## config.mk

```make
export PLATFORM = sky130hd
export DESIGN_NAME = circulant_column_reader
export DESIGN_NICKNAME = d
export VERILOG_FILES = /design/src/rtl/circulant_column_reader.sv
export SDC_FILE = /design/constraint.sdc
export NUM_CORES = 1
export LEC_CHECK = 0
export BUFFER_PORTS_ARGS = -buffer_cell sky130_fd_sc_hd__buf_2
export CORE_MARGIN = 1.5
export CORE_UTILIZATION = 51
export DETAILED_ROUTE_END_ITERATION = 16
export PLACE_DENSITY = 0.77
export SYNTH_ARGS = -nofsm -noshare
export SYNTH_HDL_FRONTEND = slang
export SYNTH_SLANG_ARGS = --single-unit
```

## constraint.sdc

```tcl
create_clock -name clk -period 2.85 [get_ports clk]
set_input_delay 0.4275 -clock clk [delete_from_list [all_inputs] [get_ports clk]]
set_output_delay 0.4275 -clock clk [all_outputs]
set_load 0.02 [all_outputs]
```

## src/rtl/circulant_column_reader.sv

```systemverilog
// Read sequencer for a circulant-skewed transpose buffer: walks the columns, de-rotates
// the bank outputs into row order and streams one column per word through a 2-entry skid FIFO.
module circulant_column_reader #(
    parameter int MATRIX_DIM = 4,
    parameter int COL_WIDTH  = 8,
    parameter int ADDR_LEN   = $clog2(MATRIX_DIM)
) (
    input  logic                            clk,
    input  logic                            rst_n,
    input  logic                            start,
    output logic                            busy,
    output logic                            done,
    output logic                            bank_rd_en,
    output logic [MATRIX_DIM*ADDR_LEN-1:0]  bank_rd_addr,
    input  logic [MATRIX_DIM*COL_WIDTH-1:0] bank_rd_data,
    output logic                            out_valid,
    input  logic                            out_ready,
    output logic [MATRIX_DIM*COL_WIDTH-1:0] out_data,
    output logic [ADDR_LEN-1:0]             out_col,
    output logic                            out_last
);

    localparam int DATA_W = MATRIX_DIM * COL_WIDTH;
    localparam int ADDR_W = MATRIX_DIM * ADDR_LEN;

    typedef enum logic [1:0] {IDLE, RUN, DRAIN} state_t;

    state_t              state_q;
    logic [ADDR_LEN-1:0] ic_q;
    logic                busy_q;
    logic                done_q;
    logic [ADDR_W-1:0]   addr_q;
    logic                inflight_q;
    logic [ADDR_LEN-1:0] cap_col_q;

    logic [DATA_W-1:0]   fifo_data_q [2];
    logic [ADDR_LEN-1:0] fifo_col_q  [2];
    logic                fifo_last_q [2];
    logic                wr_ptr_q;
    logic                rd_ptr_q;
    logic [1:0]          count_q;

    logic                pop;
    logic [2:0]          occupancy;
    logic                issue;
    logic [ADDR_W-1:0]   addr_d;
    logic [DATA_W-1:0]   lane_d;
    logic [ADDR_LEN-1:0] src;

    assign out_valid = (count_q != 2'd0);
    assign pop       = out_valid && out_ready;

    // Slots already committed after this edge; a new issue lands one cycle later.
    assign occupancy = {1'b0, count_q} + {2'b0, inflight_q} - {2'b0, pop};
    assign issue     = (state_q == RUN) && (occupancy < 3'd2);

    assign bank_rd_en   = issue;
    assign bank_rd_addr = issue ? addr_d : addr_q;

    always_comb begin
        addr_d = '0;
        for (int b = 0; b < MATRIX_DIM; b++) begin
            addr_d[b*ADDR_LEN +: ADDR_LEN] = ADDR_LEN'(b) - ic_q;
        end
    end

    // Row r of the captured column sits in bank (r + col), wrapping at ADDR_LEN bits.
    always_comb begin
        lane_d = '0;
        src    = '0;
        for (int r = 0; r < MATRIX_DIM; r++) begin
            src = ADDR_LEN'(r) + cap_col_q;
            lane_d[r*COL_WIDTH +: COL_WIDTH] = bank_rd_data[int'(src)*COL_WIDTH +: COL_WIDTH];
        end
    end

    assign out_data = fifo_data_q[rd_ptr_q];
    assign out_col  = fifo_col_q[rd_ptr_q];
    assign out_last = fifo_last_q[rd_ptr_q];
    assign busy     = busy_q;
    assign done     = done_q;

    always_ff @(posedge clk) begin
        if (!rst_n) begin
            state_q    <= IDLE;
            ic_q       <= '0;
            busy_q     <= 1'b0;
            done_q     <= 1'b0;
            addr_q     <= '0;
            inflight_q <= 1'b0;
            cap_col_q  <= '0;
            wr_ptr_q   <= 1'b0;
            rd_ptr_q   <= 1'b0;
            count_q    <= 2'd0;
            for (int i = 0; i < 2; i++) begin
                fifo_data_q[i] <= '0;
                fifo_col_q[i]  <= '0;
                fifo_last_q[i] <= 1'b0;
            end
        end else begin
            done_q     <= 1'b0;
            inflight_q <= issue;

            case (state_q)
                IDLE: begin
                    if (start && !done_q) begin
                        state_q <= RUN;
                        busy_q  <= 1'b1;
                        ic_q    <= '0;
                    end
                end
                RUN: begin
                    if (issue) begin
                        addr_q    <= addr_d;
                        cap_col_q <= ic_q;
                        ic_q      <= ic_q + 1'b1;
                        if (ic_q == ADDR_LEN'(MATRIX_DIM - 1)) begin
                            state_q <= DRAIN;
                        end
                    end
                end
                DRAIN: begin
                    if (pop && out_last) begin
                        state_q <= IDLE;
                        done_q  <= 1'b1;
                        busy_q  <= 1'b0;
                    end
                end
                default: state_q <= IDLE;
            endcase

            if (inflight_q) begin
                fifo_data_q[wr_ptr_q] <= lane_d;
                fifo_col_q[wr_ptr_q]  <= cap_col_q;
                fifo_last_q[wr_ptr_q] <= (cap_col_q == ADDR_LEN'(MATRIX_DIM - 1));
                wr_ptr_q              <= ~wr_ptr_q;
            end
            if (pop) begin
                rd_ptr_q <= ~rd_ptr_q;
            end
            count_q <= count_q + {1'b0, inflight_q} - {1'b0, pop};
        end
    end

endmodule

```

==> metrics.md, run 1 <==
| Metric | Value |
|---|---|
| Number of port buffers | `82` |
| Final setup viols | `9` |
| Clock slew at reported path FFs | `90 ps` |
| Logic pwr share | `39.6%` |
| Critical path launch point | `count_q[1]` |
| Die area | `0.00967 mm2` |
| Maxcap violations | `0` |
| Synth area leader | `edfxtp_1` |
| Die height | `98.4 um` |
| TritonCTS clock tree | `done` |
| Synth-to-layout area growth | `19.1%` |
| Via-to-Cell Ratio | `5.62` |
| Initial antenna violation count | `0` |
| Synth top cells by count | `68 x edfxtp_1, 54 x mux2_2, 36 x nor2_1, 35 x nor2b_1, 24 x dfxtp_1` |
| DRT antenna net count | `0` |
| GRT overflow | `0` |
| Number of synthesis warnings | `0` |
| CP Capture Point | `bank_rd_addr[4]` |
| Worst path arrival time | `2760 ps` |
| Proportion of synthesized chip area in sequential cells | `54.4%` |
| Worst skew pair latency | `360 ps` |
| Critical path class | `flop to output port` |
| WL per Instance | `17.7 um` |
| DR pass1 iterations | `6` |
| Largest net degree at the start of global routing | `37` |
| Relative slew margins | `52.5%` |
| R2R setup slack | `190 ps` |
| Post-synth EDFFs | `68` |
| Synth Instances | `347` |
| Async set-reset flop share out of synthesis | `0%` |
| P_int | `0.00277 W` |
| Run status | `finished, violations left` |
| Max Fanout on Critical Path | `7` |
| Chip width | `98.4 um` |
| Crit share post-route | `112%` |
| Post-Syn Nets | `388` |
| Highest Clock Rate | `314 MHz` |
| R2R cell count | `12` |
| RSZ-0062 raised after global routing | `true` |
| Layout cells sized above 1 | `47.2%` |
| Setup TNS | `-2550 ps` |
| Cell variety after synth | `41` |
| Slew Viols, Final | `0` |
| Failing checks | `setup timing` |
| Vias in the first global route | `3172` |
| Core area | `0.00876 mm2` |
| Synth top area cells | `edfxtp_1 44%, mux2_2 13%, dfxtp_1 10%, mux4_2 7.8%, nor2b_1 4.7%` |
| Diode count | `0` |
| Site Rows | `34` |
| Top-count cell post-synth | `edfxtp_1` |
| Hold WC Path Type | `flop to flop` |
| Max H-tree Level | `3` |
| Critical Path RT | `2420 ps` |
| Num CTS Buffers | `9` |
| Min Tclk post-route | `3180 ps` |
| Final Skew | `8.33 ps` |
| Top FF cell, synth | `edfxtp_1` |
| Nets | `479` |
| Drt drc | `0` |
| Via count | `3097` |
| Final worst slack | `-335 ps` |
| Synth Cell Area | `0.00464 mm2` |
| First-pass GRT wire length | `15.5 mm` |
| Initial Util | `52.9%` |
| Syn Area/Cell | `13.4 um2` |
| Top cell type's share of synthesized area | `44.0%` |
| Worst slew pin tran | `702 ps` |
| Global router's overall resource usage | `20.9%` |
| Seq pwr share | `40.8%` |
| Pwr Total | `0.00422 W` |
| Worst setup SP type | `flop` |
| GP Congestion | `0.842` |
| Final Hold Viols | `0` |
| Type of destination of the critical path | `output port` |
| Pwr Density | `765 mW/mm2` |
| Lkg Pwr | `2.25 nW` |
| Root Buffer | `clkbuf_8` |
| Clock Power Share | `19.6%` |
| Util after Layout | `63.0%` |
| Reg2reg start | `count_q[1]` |
| Net Sw Power | `0.00145 W` |
| Yosys reg bits | `92` |
| Switching share of total power | `34.4%` |
| R2R Path End | `addr_q[0]` |
| Clock sink count | `92` |
| Maximum vdd drop | `0.549 mV` |
| Clock Path Buffers | `2` |
| Final WL | `9.73 mm` |
| DPL Wire Length | `6.42 mm` |
| Iteration-0 DRC Markers | `138` |
| # IOs | `83` |
[cell type report]
cell class	count	area, um2
Clock buffer	11	151
Clock inverter	5	31.3
Fill cell	688	3240
Sequential cell	92	2530
Timing Repair Buffer	101	624
Inverter	8	30.0
Multi-Input combinational cell	226	2020
Tap cell	108	135
[how the worst min path moves through the flow]
stage | from | endpoint | slack (ps) | depth (start not counted)
global route | addr_q[6] | addr_q[6] | 510 | 2
global placement | addr_q[3] | addr_q[3] | 460 | 2
floorplan | addr_q[3] | addr_q[3] | 430 | 2
detailed placement | addr_q[6] | addr_q[6] | 470 | 2
CTS | addr_q[2] | addr_q[2] | 480 | 2
finish | addr_q[6] | addr_q[6] | 470 | 2
[cells in the final DEF (no fill, tap or decap), types with 2 or more instances in the layout]
master    netlist  routed
edfxtp_1       68      68
nand3_1         5       4
buf_12          0       2
clkinv_2        0       2
dfxtp_1        24      21
nand3b_1        3       3
nor2b_1        35      35
buf_2           9      74
inv_1           6       5
buf_4           0      18
nand2_1        10       9
buf_6           3       7
o21ai_0         7       5
ha_1            4       3
mux2i_1        18      18
mux2_2         54      53
nand2b_1        2       2
dfxtp_2         0       3
inv_4           0       2
o31ai_1         2       2
mux4_2         16      16
and2_1          3       3
or2_2           2       2
inv_2           2       3
a21o_1          3       3
a21boi_0        3       2
nor2_1         36      36
clkbuf_8        0      11
nor3_2          0       2
a31o_2          3       3
and3_1          2       2
[critical path: stages, from the launching register on]
cell and delay [ps]:
dfxtp_2 330, o21ai_2 150, inv_1 60, ha_1 260, inv_1 60, ha_2 160
inv_2 40, fa_2 520, and3b_2 270, nand2_4 100, mux2_4 320, buf_6 130
[sequential cells by signal, indices dropped and copies added (netlist names), 2 cells and up, named ones only]
register     flops
addr_q           8
cap_col_q        2
count_q          2
fifo_col_q       4
fifo_data_q     64
fifo_last_q      2
ic_q             2
state_q          2
[power groups by stage]
stage / clock, W / combinational (W) / sequential, W
2_1_floorplan: 0 / 0.00112 / 0.00173
3_3_place_gp: 0 / 0.00154 / 0.00174
3_5_place_dp: 0 / 0.00155 / 0.00175
4_1_cts: 0.000843 / 0.00165 / 0.00172
5_1_grt: 0.000899 / 0.00180 / 0.00174
6_report: 0.000828 / 0.00167 / 0.00172
[per-stage QoR]
step | area, um2 | setup slack, ps | hold WS, ps | std cells
after floorplan | 4640 | -17.0 | 431 | 347
after global placement | 5200 | -86.6 | 458 | 530
after detailed placement | 5200 | -130 | 470 | 530
after CTS | 5480 | -330 | 481 | 549
after global routing | 5520 | -453 | 505 | 551
final | 5520 | -335 | 474 | 551
[metal layers]
layer / GRT usage (%) / up-vias / part of all wire, %
li1: - / 1466 / -
met1: 25.3 / 1547 / 42
met2: 36.8 / 76 / 52
met3: 4.94 / 8 / 4.6
met4: 6.50 / 0 / 1.2
met5: 0 / - / 0
[logic make-up (layout without fill, tap and decap cells)]
family,count (synthesis),in the layout,synth area share [%]
flip-flops,92,92,54.4
AND/OR/NAND/NOR,106,106,12.0
buffers and inverters,29,125,3.10
XOR/XNOR,3,3,0.729
AO/OA/AOI/OAI,24,24,3.53
adder cells (fa/ha/maj),5,5,1.51
multiplexers,88,88,24.8
[repair_timing]
action / 4_1_cts / 5_1_grt
endpoints found under the setup margin: 9 / 9
buffers inserted: 3 / 2
hold buffers: 0 / 0
gates resized for setup: 24 / 6
pin swaps: 4 / 1
(Power assumes the default switching activity.)
==> inputs of run 2 (changes only) <==
BUFFER_PORTS_ARGS = not set   (was -buffer_cell sky130_fd_sc_hd__buf_2)
CORE_UTILIZATION = 55   (was 51)
DONT_BUFFER_PORTS = 1   (was not set)
GPL_ROUTABILITY_DRIVEN = 0   (was not set)
PLACE_DENSITY = 0.73   (was 0.77)
==> metrics.md, run 2 (synthesized netlist as in run 1, its figures left out) <==
| Metric | Value |
|---|---|
| Critical path class | `flop to output port` |
| Cell family with most CP delay | `adder cells` |
| Number of port buffers | `0 (-100%)` |
| Clock slew at reported path FFs | `90 ps (about the same)` |
| Worst slew pin tran | `885 ps (+183 ps)` |
| Clock sink count | `92 (unchanged)` |
| Initial Util | `56.7% (+3.8 points)` |
| Final WL | `9.32 mm (-4.2%)` |
| Max H-tree Level | `3 (unchanged)` |
| Clock Path Buffers | `2 (unchanged)` |
| CP peak stage delay | `430 ps (-90 ps)` |
| CP dominant cell by count | `inv_1` |
| RSZ-0062 raised after global routing | `true` |
| Nets | `395 (-18%)` |
| Util after Layout | `61.4% (-1.6 points)` |
| Top reg by flops | `fifo_data_q` |
| Commonest cells after routing, fill and taps aside | `68 x edfxtp_1, 51 x mux2_2, 36 x nor2_1` |
| Drt drc | `0 (unchanged)` |
| Worst skew pair latency | `360 ps (about the same)` |
| Via-to-Cell Ratio | `5.95 (+5.9%)` |
| Type of destination of the critical path | `output port` |
| Biggest registers after layout | `fifo_data_q x64, addr_q x8, fifo_col_q x4` |
| Num CTS Buffers | `9 (unchanged)` |
| TritonCTS clock tree | `done` |
| Largest net degree at the start of global routing | `37 (unchanged)` |
| Layout cells sized above 1 | `33.1% (-14 points)` |
| Diode count | `0 (unchanged)` |
| Final Hold Viols | `0 (unchanged)` |
| Global router's overall resource usage | `22.0% (+1.1 points)` |
| Maximum vdd drop | `0.448 mV (-18%)` |
| Core area | `0.00818 mm2 (-6.7%)` |
| WP buf/inv | `4 (unchanged)` |
| Vias in the first global route | `2860 (-9.8%)` |
| Final non-filler cell total | `464 (-16%)` |
| Worst path arrival time | `2620 ps (-140 ps)` |
| Relative slew margins | `40.2% (-12 points)` |
| Slew Viols, Final | `0 (unchanged)` |
| Final Skew | `9.04 ps (+0.714 ps)` |
| Lkg Pwr | `1.85 nW (-18%)` |
| Die area | `0.00899 mm2 (-7.0%)` |
| DPL Wire Length | `6.23 mm (-3.0%)` |
| Slowest CP cell | `fa_1` |
| Max Fanout on Critical Path | `4 (-3)` |
| GRT overflow | `0 (unchanged)` |
| Synth-to-layout area growth | `8.20%` |
| Site Rows | `33 (-2.9%)` |
| Worst setup SP type | `flop` |
| Final worst slack | `-196 ps (+139 ps)` |
| Setup TNS | `-1510 ps (+1040 ps)` |
| R2R setup slack | `290 ps (+100 ps)` |
| Commonest non-fill, non-tap cell in the layout | `edfxtp_1` |
| Max reg flops | `64 (unchanged)` |
| Via count | `2762 (-11%)` |
| Critical Path RT | `2420 ps (about the same)` |
| Min Tclk post-route | `3050 ps (-139 ps)` |
| Root Buffer | `clkbuf_8` |
| Final setup viols | `9 (unchanged)` |
| Maxcap violations | `0 (unchanged)` |
| DRT antenna net count | `0 (unchanged)` |
| Chip width | `94.8 um (-3.6%)` |
| # hold bufs at CTS | `0 (unchanged)` |
| Critical path, cell by cell | `o21ai_2 -> inv_1 -> ha_1 -> inv_1 -> ha_1 -> inv_1 -> fa_1 -> xnor2_2 -> buf_4 -> nand3_1 -> o21a_2` |
| Pwr Density | `791 mW/mm2 (+3.5%)` |
| Initial antenna violation count | `0 (unchanged)` |
| Hold WC Path Type | `input pin to flop` |
| Failing checks | `setup timing` |
| Placed Cells incl. Taps | `443 (-16%)` |
| Crit share post-route | `107% (-4.9 points)` |
| DR pass1 iterations | `4 (-2)` |
| Run status | `finished, violations left` |
| Highest Clock Rate | `328 MHz (+4.6%)` |
| First-pass GRT wire length | `14.5 mm (-6.2%)` |
| # IOs | `83 (unchanged)` |
| Iteration-0 DRC Markers | `121 (-12%)` |
| WL per Instance | `20.1 um (+14%)` |
| Die height | `94.8 um (-3.6%)` |
## run 2: cell count changes in the layout (fill, tap and decap cells not counted), moves of 2 or more
| cell | before | now |
|---|---|---|
| buf_12 | 2 | 0 |
| buf_2 | 74 | 0 |
| buf_4 | 18 | 16 |
| clkinvlp_4 | 0 | 3 |
| inv_2 | 3 | 1 |
| mux2_2 | 53 | 51 |
| mux2_4 | 1 | 3 |
| clkbuf_8 | 11 | 9 |
| clkinv_2 | 2 | 0 |
| buf_6 | 7 | 1 |
## run 2: layout make-up
type,count,area [um2]
fillers,650,3160
flip-flops and latches,92,2530
multi-input cells,226,2000
repair buffers,17,131
well taps,105,131
clock buffers,10,128
clock inverters,6,65.1
inverters,8,32.5
## run 2: worst paths after layout
kind | from | cells after the start | to
worst max-delay path | count_q[0] | 11 | bank_rd_addr[5]
worst min-delay path | rst_n | 1 | state_q[0]
worst max register to register | count_q[0] | 14 | state_q[0]
worst min register to register | addr_q[6] | 2 | addr_q[6]
## run 2: what timing repair did
action / 4_1_cts / 5_1_grt
buffers inserted: 5 / 0
gates resized for setup: 8 / 5
endpoints found under the setup margin: 9 / 9
endpoints found under the hold margin: 0 / 0
pin swaps: 2 / 0
## run 2: report_power, final
| group | total, W | switching (W) | internal [W] |
|---|---|---|---|
| Clock | 0.000870 | 0.000465 | 0.000404 |
| Sequential | 0.00177 | 0.000118 | 0.00165 |
| Combinational | 0.00133 | 0.000775 | 0.000560 |
| Total | 0.00397 | 0.00136 | 0.00261 |
## run 2: routing by layer
layer  track usage [%]  up-vias  share of wire [%]
met5                 0        -                  0
li1                  -     1283                  -
met1              25.2     1384                 39
met3              7.65        9                 10
met2              37.4       86                 50
met4              8.58        0               0.89
## run 2: per-stage QoR
stage | worst slack [ps] | hold WS [ps] | total power (W) | cell area (um2)
floorplan | -17.0 | 431 | 0.00285 | 4640
global route | -355 | 173 | 0.00415 | 5020
finish | -196 | 187 | 0.00397 | 5020
global placement | 83.4 | 449 | 0.00305 | 4750
CTS | -195 | 176 | 0.00399 | 5010
detailed placement | 53.4 | 456 | 0.00306 | 4750
==> inputs of run 3 (changes only) <==
CORE_ASPECT_RATIO = 0.6   (was not set)
==> metrics.md, run 3 (synthesized netlist as in run 1, its figures left out) <==
| Metric | Value |
|---|---|
| Iteration-0 DRC Markers | `192 (+59%)` |
| Commonest non-fill, non-tap cell in the layout | `edfxtp_1` |
| CP dominant cell by count | `inv_1` |
| Top reg by flops | `fifo_data_q` |
| First-pass GRT wire length | `15.2 mm (+4.6%)` |
| DR pass1 iterations | `4 (unchanged)` |
| Number of port buffers | `0 (unchanged)` |
| Final WL | `9.99 mm (+7.2%)` |
| Num CTS Buffers | `9 (unchanged)` |
| Highest Clock Rate | `323 MHz (-1.6%)` |
| Type of destination of the critical path | `output port` |
| Largest net degree at the start of global routing | `38 (+2.7%)` |
| Commonest cells after routing, fill and taps aside | `68 x edfxtp_1, 51 x mux2_2, 36 x nor2_1` |
| Biggest registers after layout | `fifo_data_q x64, addr_q x8, fifo_col_q x4` |
| Critical path class | `flop to output port` |
| Diode count | `0 (unchanged)` |
| Slew Viols, Final | `0 (unchanged)` |
| Die area | `0.00901 mm2 (+0.20%)` |
| Pwr Total | `0.00454 W (+14%)` |
| Die height | `74.1 um (-22%)` |
| R2R Path End | `cap_col_q[0]` |
| Clock sink count | `92 (unchanged)` |
| Maximum vdd drop | `0.646 mV (+44%)` |
| Final Hold Viols | `0 (unchanged)` |
| Root Buffer | `clkbuf_16` |
| Max Fanout on Critical Path | `5 (+1)` |
| Run status | `finished, violations left` |
| Max reg flops | `64 (unchanged)` |
| TritonCTS clock tree | `done` |
| # IOs | `83 (unchanged)` |
| Lkg Pwr | `1.97 nW (+6.6%)` |
| Site Rows | `25 (-24%)` |
| R2R setup slack | `200 ps (-90 ps)` |
| Hold WC Path Type | `input pin to flop` |
| Initial Util | `57.9% (+1.2 points)` |
| Worst Hold Path EP | `rd_ptr_q` |
| Post-DP Area | `0.00477 mm2 (+0.37%)` |
| Failing checks | `setup timing` |
| WHS Path Cells | `1 (unchanged)` |
| Hold_sp | `rst_n` |
| Initial antenna violation count | `0 (unchanged)` |
| Final setup viols | `9 (unchanged)` |
| Pwr Density | `858 mW/mm2 (+8.4%)` |
| GRT overflow | `0 (unchanged)` |
| Chip width | `122 um (+28%)` |
| Global router's overall resource usage | `23.3% (+1.4 points)` |
| Maxcap violations | `0 (unchanged)` |
| Min Tclk post-route | `3100 ps (+49.8 ps)` |
| R2R cell count | `12 (-2)` |
| Critical path launch point | `count_q[1]` |
| Relative slew margins | `31.0% (-9.2 points)` |
| Worst skew pair latency | `340 ps (-20 ps)` |
| Core area | `0.00801 mm2 (-2.1%)` |
| Final Skew | `6.81 ps (-2.24 ps)` |
| Design area | `0.00529 mm2 (+5.5%)` |
| Worst setup SP type | `flop` |
| Final non-filler cell total | `478 (+3.0%)` |
| Max H-tree Level | `3 (unchanged)` |
| Final worst slack | `-245 ps (-49.8 ps)` |
| Via-to-Cell Ratio | `5.74 (-3.6%)` |
| Reg2reg start | `count_q[1]` |
| Setup TNS | `-1910 ps (-405 ps)` |
| Clock Path Buffers | `2 (unchanged)` |
| DRT antenna net count | `0 (unchanged)` |
| DPL Wire Length | `6.57 mm (+5.5%)` |
| Synth-to-layout area growth | `14.1%` |
| Nets | `406 (+2.8%)` |
| Layout cells sized above 1 | `36.5% (+3.3 points)` |
| Drt drc | `0 (unchanged)` |
| Worst path arrival time | `2670 ps (+50 ps)` |
| Via count | `2742 (-0.72%)` |
| RSZ-0062 raised after global routing | `true` |
| CP peak stage delay | `540 ps (+110 ps)` |
| Worst slew pin tran | `1020 ps (+136 ps)` |
| Slowest CP cell | `fa_2` |
| Crit share post-route | `109% (+1.7 points)` |
| Util after Layout | `66.1% (+4.7 points)` |
| WL per Instance | `20.9 um (+4.1%)` |
| Placed Cells incl. Taps | `448 (+1.1%)` |
| Clock slew at reported path FFs | `60 ps (-30 ps)` |
| Critical path, cell by cell | `o21ai_2 -> inv_1 -> ha_1 -> inv_1 -> ha_2 -> inv_2 -> fa_2 -> and3b_2 -> buf_12 -> buf_6 -> nand3_4 -> o21a_4` |
| Critical Path RT | `2420 ps (about the same)` |
| Vias in the first global route | `2670 (-6.6%)` |
[run 3: layer usage]
metal	GRT usage [%]	vias up	part of all wire (%)
met5	0	-	0
met4	5.75	0	0.48
met3	8.67	5	8.2
met2	34.6	81	46
met1	33.0	1347	46
li1	-	1309	-
[run 3: through the flow]
step / hold WS, ps / setup slack, ps
2_1_floorplan: 431 / -17.0
3_3_place_gp: 464 / 68.0
3_5_place_dp: 467 / -6.67
4_1_cts: 195 / -252
5_1_grt: 199 / -360
6_report: 206 / -245
[run 3: critical path: cells and delay by family (launching register included)]
family | cells | cell delay (ps)
buf+inv | 5 | 390
flops | 1 | 330
simple gates | 2 | 350
fa+ha+maj | 3 | 960
compound gates | 2 | 290
[run 3: final cells by class]
cell class / instances / area, um2
fillers: 586 / 2720
repair buffers: 27 / 226
well taps: 108 / 135
flip-flops and latches: 92 / 2520
clock buffers: 10 / 229
multi-input cells: 227 / 2050
inverters: 8 / 35.0
clock inverters: 6 / 88.8
[run 3: report_power, final]
part           internal, W  total (W)  switching, W
combinational     0.000644    0.00155      0.000905
sequential         0.00165    0.00173     0.0000798
clock             0.000768    0.00126      0.000495
[run 3: repair_timing]
item,4_1_cts,5_1_grt
endpoints found under the setup margin,9,9
setup buffers,10,3
gates cloned,1,0
pin swaps,5,1
hold buffers,0,0
gates resized for setup,23,3
[run 3: how the worst max path moves through the flow]
| stage | cells after the start | end | slack (ps) |
|---|---|---|---|
| final | 12 | bank_rd_addr[5] | -250 |
| after global routing | 12 | bank_rd_addr[5] | -360 |
| after CTS | 10 | bank_rd_addr[3] | -250 |
| after detailed placement | 10 | bank_rd_addr[3] | -7 |
| after global placement | 10 | bank_rd_addr[0] | 70 |
| after floorplan | 11 | bank_rd_addr[0] | -20 |
